$ cat config.mk
export PLATFORM = sky130hd
export DESIGN_NAME = sr_drive_ctrl_flat
export DESIGN_NICKNAME = d
export VERILOG_FILES = /design/src/rtl/sr_drive_ctrl_if.sv /design/src/rtl/sr_drive_ctrl.sv /design/src/flat_wrapper.sv
export SDC_FILE = /design/constraint.sdc
export NUM_CORES = 1
export LEC_CHECK = 0
export ABC_AREA = 1
export BUFFER_PORTS_ARGS = -buffer_cell sky130_fd_sc_hd__buf_2
export CAP_MARGIN = 20
export CORE_UTILIZATION = 50
export CTS_BUF_LIST = sky130_fd_sc_hd__clkbuf_4 sky130_fd_sc_hd__clkbuf_8 sky130_fd_sc_hd__clkbuf_16
export DETAILED_ROUTE_END_ITERATION = 10
export GPL_ROUTABILITY_DRIVEN = 0
export HOLD_SLACK_MARGIN = 0.15
export PLACE_DENSITY_LB_ADDON = 0.3
export SLEW_MARGIN = 20
export SYNTH_ARGS = -nofsm -noshare
export SYNTH_HDL_FRONTEND = slang
export SYNTH_SLANG_ARGS = --single-unit
$ cat constraint.sdc
create_clock -name i_clk -period 1.3 [get_ports i_clk]
set_input_delay 0.065 -clock i_clk [delete_from_list [all_inputs] [get_ports i_clk]]
set_output_delay 0.065 -clock i_clk [all_outputs]
set_load 0.01 [all_outputs]
$ cat src/rtl/sr_drive_ctrl_if.sv
// Purpose : command / feedback / status bundle between a controller and sr_drive_ctrl.
// Latency : n/a (wires only).
// Backpressure: none; requests are only honoured while the controller reports busy=0.
//
// Ports (signals)
//   set_req, clr_req : operation requests (acted on only when idle)
//   fault_clr        : clears the sticky fault flag
//   q_fb, qn_fb      : Q / Q_n read back from the downstream SR latch
//   S, R             : latch drives (never both high)
//   busy, done       : status; done is a one-cycle completion pulse
//   q_exp, fault     : expected latch state and sticky feedback-mismatch flag
interface sr_drive_ctrl_if;
    logic set_req;
    logic clr_req;
    logic fault_clr;
    logic q_fb;
    logic qn_fb;
    logic S;
    logic R;
    logic busy;
    logic done;
    logic q_exp;
    logic fault;

    modport master (
        output set_req, clr_req, fault_clr, q_fb, qn_fb,
        input  S, R, busy, done, q_exp, fault
    );

    modport slave (
        input  set_req, clr_req, fault_clr, q_fb, qn_fb,
        output S, R, busy, done, q_exp, fault
    );
endinterface

$ cat src/rtl/sr_drive_ctrl.sv
// Purpose : pulse-drives an external SR latch (S or R for PULSE_W cycles, then GAP_W quiet cycles) and checks its feedback.
// Latency : request sampled at edge n -> drive cycles n+1..n+PULSE_W, done pulse at cycle n+PULSE_W+GAP_W+1.
// Backpressure: busy=1 outside IDLE; requests arriving while busy are dropped, not queued.
//
// Ports
//   i_clk  : single clock, all state changes on the rising edge
//   i_rst  : synchronous active-high reset; aborts any pulse and restarts with a clear
//   io_ctl : sr_drive_ctrl_if.slave bundle (requests, latch feedback, drives, status)
module sr_drive_ctrl #(
    parameter int unsigned PULSE_W = 4,
    parameter int unsigned GAP_W   = 2
) (
    input  logic           i_clk,
    input  logic           i_rst,
    sr_drive_ctrl_if.slave io_ctl
);

    typedef enum logic [2:0] {
        ST_BOOT = 3'd0,
        ST_IDLE = 3'd1,
        ST_SET  = 3'd2,
        ST_CLR  = 3'd3,
        ST_GAP  = 3'd4
    } state_t;

    localparam logic [7:0] PULSE_LAST = 8'(PULSE_W - 1);
    localparam logic [7:0] GAP_LAST   = 8'(GAP_W - 1);

    state_t     r_state;
    logic [7:0] r_cnt;
    logic       r_s;
    logic       r_r;
    logic       r_busy;
    logic       r_done;
    logic       r_q_exp;
    logic       r_fault;
    logic       r_req;      // current pulse came from a request (BOOT clear does not report done)

    // Feedback is bad when Q disagrees with what we last drove, or Q/Q_n are not complementary.
    logic w_fb_bad;
    assign w_fb_bad = (io_ctl.q_fb != r_q_exp) || (io_ctl.q_fb == io_ctl.qn_fb);

    // S/R are registered alongside the state so they are pure functions of it
    // and can never overlap, even across a reset edge.
    always_ff @(posedge i_clk) begin
        if (i_rst) begin
            r_state <= ST_BOOT;
            r_cnt   <= 8'd0;
            r_s     <= 1'b0;
            r_r     <= 1'b0;
            r_busy  <= 1'b1;
            r_done  <= 1'b0;
            r_q_exp <= 1'b0;
            r_fault <= 1'b0;
            r_req   <= 1'b0;
        end else begin
            r_done <= 1'b0;
            // Clear first; a fault detected on this same edge overrides it below.
            if (io_ctl.fault_clr) begin
                r_fault <= 1'b0;
            end

            case (r_state)
                ST_BOOT: begin
                    r_state <= ST_CLR;
                    r_r     <= 1'b1;
                    r_s     <= 1'b0;
                    r_busy  <= 1'b1;
                    r_cnt   <= 8'd0;
                    r_req   <= 1'b0;
                end

                ST_IDLE: begin
                    if (w_fb_bad) begin
                        r_fault <= 1'b1;
                    end
                    // Clear has priority over set when both are requested.
                    if (io_ctl.clr_req) begin
                        r_state <= ST_CLR;
                        r_r     <= 1'b1;
                        r_busy  <= 1'b1;
                        r_cnt   <= 8'd0;
                        r_req   <= 1'b1;
                    end else if (io_ctl.set_req) begin
                        r_state <= ST_SET;
                        r_s     <= 1'b1;
                        r_busy  <= 1'b1;
                        r_cnt   <= 8'd0;
                        r_req   <= 1'b1;
                    end
                end

                ST_SET, ST_CLR: begin
                    if (r_cnt == PULSE_LAST) begin
                        r_state <= ST_GAP;
                        r_s     <= 1'b0;
                        r_r     <= 1'b0;
                        r_q_exp <= (r_state == ST_SET);
                        r_cnt   <= 8'd0;
                    end else begin
                        r_cnt <= r_cnt + 8'd1;
                    end
                end

                ST_GAP: begin
                    if (r_cnt == GAP_LAST) begin
                        r_state <= ST_IDLE;
                        r_busy  <= 1'b0;
                        r_done  <= r_req;
                        r_req   <= 1'b0;
                        r_cnt   <= 8'd0;
                        // Latch has had GAP_W quiet cycles to settle; check it now.
                        if (w_fb_bad) begin
                            r_fault <= 1'b1;
                        end
                    end else begin
                        r_cnt <= r_cnt + 8'd1;
                    end
                end

                default: begin
                    r_state <= ST_BOOT;
                    r_s     <= 1'b0;
                    r_r     <= 1'b0;
                    r_busy  <= 1'b1;
                    r_cnt   <= 8'd0;
                end
            endcase
        end
    end

    assign io_ctl.S     = r_s;
    assign io_ctl.R     = r_r;
    assign io_ctl.busy  = r_busy;
    assign io_ctl.done  = r_done;
    assign io_ctl.q_exp = r_q_exp;
    assign io_ctl.fault = r_fault;

endmodule

$ cat src/flat_wrapper.sv
// flat-port wrapper written by rule: the top's interface ports become plain ports
module sr_drive_ctrl_flat 
#(
    parameter int unsigned PULSE_W = 4,
    parameter int unsigned GAP_W   = 2
)
  (i_clk, i_rst, io_ctl_set_req, io_ctl_clr_req, io_ctl_fault_clr, io_ctl_q_fb, io_ctl_qn_fb, io_ctl_S, io_ctl_R, io_ctl_busy, io_ctl_done, io_ctl_q_exp, io_ctl_fault);
  sr_drive_ctrl_if io_ctl_i ();
  input  logic i_clk;
  input  logic i_rst;
  input wire logic [$bits(io_ctl_i.set_req)-1:0] io_ctl_set_req;
  input wire logic [$bits(io_ctl_i.clr_req)-1:0] io_ctl_clr_req;
  input wire logic [$bits(io_ctl_i.fault_clr)-1:0] io_ctl_fault_clr;
  input wire logic [$bits(io_ctl_i.q_fb)-1:0] io_ctl_q_fb;
  input wire logic [$bits(io_ctl_i.qn_fb)-1:0] io_ctl_qn_fb;
  output wire logic [$bits(io_ctl_i.S)-1:0] io_ctl_S;
  output wire logic [$bits(io_ctl_i.R)-1:0] io_ctl_R;
  output wire logic [$bits(io_ctl_i.busy)-1:0] io_ctl_busy;
  output wire logic [$bits(io_ctl_i.done)-1:0] io_ctl_done;
  output wire logic [$bits(io_ctl_i.q_exp)-1:0] io_ctl_q_exp;
  output wire logic [$bits(io_ctl_i.fault)-1:0] io_ctl_fault;
  assign io_ctl_i.set_req = io_ctl_set_req;
  assign io_ctl_i.clr_req = io_ctl_clr_req;
  assign io_ctl_i.fault_clr = io_ctl_fault_clr;
  assign io_ctl_i.q_fb = io_ctl_q_fb;
  assign io_ctl_i.qn_fb = io_ctl_qn_fb;
  assign io_ctl_S = io_ctl_i.S;
  assign io_ctl_R = io_ctl_i.R;
  assign io_ctl_busy = io_ctl_i.busy;
  assign io_ctl_done = io_ctl_i.done;
  assign io_ctl_q_exp = io_ctl_i.q_exp;
  assign io_ctl_fault = io_ctl_i.fault;
  sr_drive_ctrl #(.PULSE_W(PULSE_W), .GAP_W(GAP_W)) u_core (.i_clk(i_clk), .i_rst(i_rst), .io_ctl(io_ctl_i));
endmodule
==> key figures <==
CTS
  • Clk Latency, worst-skew pair: 0.30 ns
  • Root Driver: clkbuf_4
  • CTS tree: yes
  • CTS buffer count: 3
  • H-Tree Depth: 1
  • Worst-path clk slew: 0.11 ns
  • Deepest clock path buffer count: 2
  • Clk sinks: 18

Yosys
  • Yosys Warn Count: 0
  • Syn nets: 165
  • Post-synth cell types: 24
  • Mapped Cells: 156
  • Sequential share of the synthesized area: 0.342
  • Mean post-synth cell area: 6.76 sq um
  • Dominant cells by area after synthesis: dfxtp_1 34%, nand2_1 13%, inv_1 9.6%
  • Area share of the largest cell type after synthesis: 0.342
  • Synth Register Bits: 18
  • Synthesized area: 1050 sq um
  • Synth area leader: dfxtp_1

STA
  • Final hold violation count: 0
  • Tmin final: 1.33 ns
  • FMAX: 0.750 GHz
  • Setup Skew: 0.000497 ns
  • Tcrit/Tclk final: 1.03
  • Setup violators final: 2
  • Worst-Margin Slew: 0.362 ns
  • Slew margin rel.: 0.758
  • RSZ-0062 raised after global routing: true
  • Max-slew violation count: 0
  • Worst setup margin: -0.0337 ns

Cells and area
  • Fill cells: 156
  • Multi-input gate area in the final layout: 662 sq um
  • Fraction of layout cells with a size suffix above 1: 0.370
  • Storage cell area: 372 sq um
  • Final net count: 194
  • N_diodes: 0
  • Area Overhead vs Synth: 33.3%

Setup path
  • Crit Path Max Fanout: 5
  • Startpoint Class: register
  • Crit-path max cell delay: 0.38 ns
  • Crit Path Category: reg -> reg
  • Worst Path Required: 1.51 ns
  • Cell chain of the critical path: inv_2, ha_4, nand2_4, o21ai_4, nand4_1, nand2_1, nor2_1
  • Worst EP arrival: 1.54 ns
  • Critical Path End Type: register
  • Critical path's slowest cell: dfxtp_4
  • Worst setup startpoint: u_core.r_cnt[1]
  • Worst R2R Start: u_core.r_cnt[1]

Route
  • DRC: 0
  • Drt first pass iters: 4
  • Routed wire per std cell: 13.2 um
  • Routed Antenna Nets: 0
  • Via count: 1104
  • Via density: 5.23
  • Post-Route WL: 2.78 mm
  • Detailed Route Iter0 Violations: 36

Floorplan
  • Die Y: 47.9 um
  • Ports: 13
  • Die area: 2300 sq um
  • Core area: 1980 sq um
  • FP Rows: 16
  • Die W: 47.9 um
  • Initial Util: 0.532

Power
  • Tot Pwr: 1.28 mW
  • Leakage Power: 0.687 nW
  • Power Dens Cells: 908 nW/um^2
  • VDD IR-drop max: 0.712 mV

Placement
  • Port bufs: 12
  • Final HPWL DP: 1.75 mm
  • Pre-CTS WS: -0.0645 ns

Run status
  • Failing checks: setup timing
  • Outcome: finished, violations left

GRT
  • First-pass GRT wire length: 3.75 mm
  • Gr usage total: 0.242
  • Total global routing overflow: 0
  • Vias in the first global route: 869
  • Initial antenna violation count: 0
  • Largest net degree at the start of global routing: 12

Worst hold path
  • Hold Path Class: in -> reg
  • Hold_sp: io_ctl_clr_req

Flow run
  • # Max-Cap Violations: 0
## cells by family (layout without fill, tap and decap cells)
| family | after synthesis | count (layout) | share of synthesized area |
|---|---|---|---|
| adders and majority gates | 2 | 2 | 0.0237 |
| AOI/OAI and AO/OA | 23 | 23 | 0.140 |
| and+or+nand+nor | 79 | 80 | 0.361 |
| xor gates and xnor gates | 1 | 1 | 0.00831 |
| DFF | 18 | 18 | 0.342 |
| buffers and inverters | 33 | 60 | 0.126 |
## cells in the final DEF (no fill, tap or decap), types with 3 or more instances in the layout
cell	instances
nand3_2	3
inv_2	4
nor2_1	14
a21oi_1	9
nand2_4	3
nor2_2	5
nand4_1	4
o21ai_1	4
nand3_1	9
dlygate4sd3_1	3
dfxtp_2	3
nand2_1	30
inv_1	24
buf_2	12
nand2_2	6
nor2_4	4
dfxtp_1	13
clkbuf_4	3
buf_4	10
## worst paths after layout
kind / endpoint / slack [ns] / depth (start not counted)
setup reg to reg: u_core.r_state[0] / -0.03 / 7
setup / recovery: u_core.r_state[0] / -0.03 / 7
hold reg to reg: u_core.io_ctl.S / 0.45 / 2
hold / removal: u_core.io_ctl.S / 0.15 / 4
## repair_timing
| item | in CTS | in global routing |
|---|---|---|
| pin swaps | 3 | 13 |
| resized for setup | 3 | 33 |
| setup buffers | 1 | 2 |
| hold buffers | 3 | 0 |
| gates cloned | 1 | 0 |
| endpoints found under the hold margin | 8 | 0 |
| endpoints found under the setup margin | 12 | 12 |
## synthesized netlist by cell type
master,n
a21o_1,1
a21oi_1,10
a21oi_2,1
a31oi_1,1
buf_2,1
buf_6,1
clkbuf_1,1
dfxtp_1,18
ha_1,2
inv_1,27
inv_2,3
nand2_1,36
nand2_2,3
nand3_1,11
nand3_4,2
nand4_1,4
nor2_1,17
nor2_2,4
nor2_4,2
o211ai_1,1
o21ai_0,4
o21ai_1,3
o21ai_4,2
xor2_1,1
## power breakdown
part / switching [mW] / leakage (nW) / total (mW) / internal (mW)
combinational: 0.184 / 0.516 / 0.313 / 0.129
clock: 0.188 / 0.0210 / 0.359 / 0.171
sequential: 0.0230 / 0.150 / 0.605 / 0.582
## flip-flops by register name (all words and copies together), names as in the netlist
register / count
u_core.io_ctl.R: 1
u_core.r_cnt: 8
u_core.io_ctl.q_exp: 1
u_core.io_ctl.busy: 1
u_core.io_ctl.done: 1
u_core.io_ctl.S: 1
u_core.io_ctl.fault: 1
u_core.r_state: 3
u_core.r_req: 1
## cell type report
type / instances / share of cell area
multi-input cells: 106 / 0.471
well taps: 27 / 0.0240
repair buffers: 26 / 0.132
inverters: 30 / 0.0836
clock buffers: 4 / 0.0258
flip-flops and latches: 18 / 0.264
## stage by stage
stage	area [sq um]	setup TNS [ns]	hold WS (ns)	utilization	std cells
final	1410	-0.0556	0.151	0.710	211
after global routing	1410	-0.552	0.161	0.710	211
after CTS	1290	0	0.152	0.650	209
after detailed placement	1190	-0.177	0.356	0.600	200
after global placement	1190	-0.0198	0.352	0.600	200
after floorplan	1050	0	0.225	-	156
## worst max-delay path, delay by kind of cell, from the launching register on
family	cells	cell delay (ns)
buffers and inverters	1	0.06
adder cells (fa/ha/maj)	1	0.13
flip-flops	1	0.38
AND/OR/NAND/NOR	4	0.40
AO/OA/AOI/OAI	1	0.28
## layer usage
layer	GRT usage	part of all wire	vias up
li1	-	-	549
met1	0.283	0.40	503
met2	0.405	0.53	40
met3	0.0717	0.038	12
met4	0.106	0.027	0
met5	0	0	-
(Power assumes the default switching activity.)
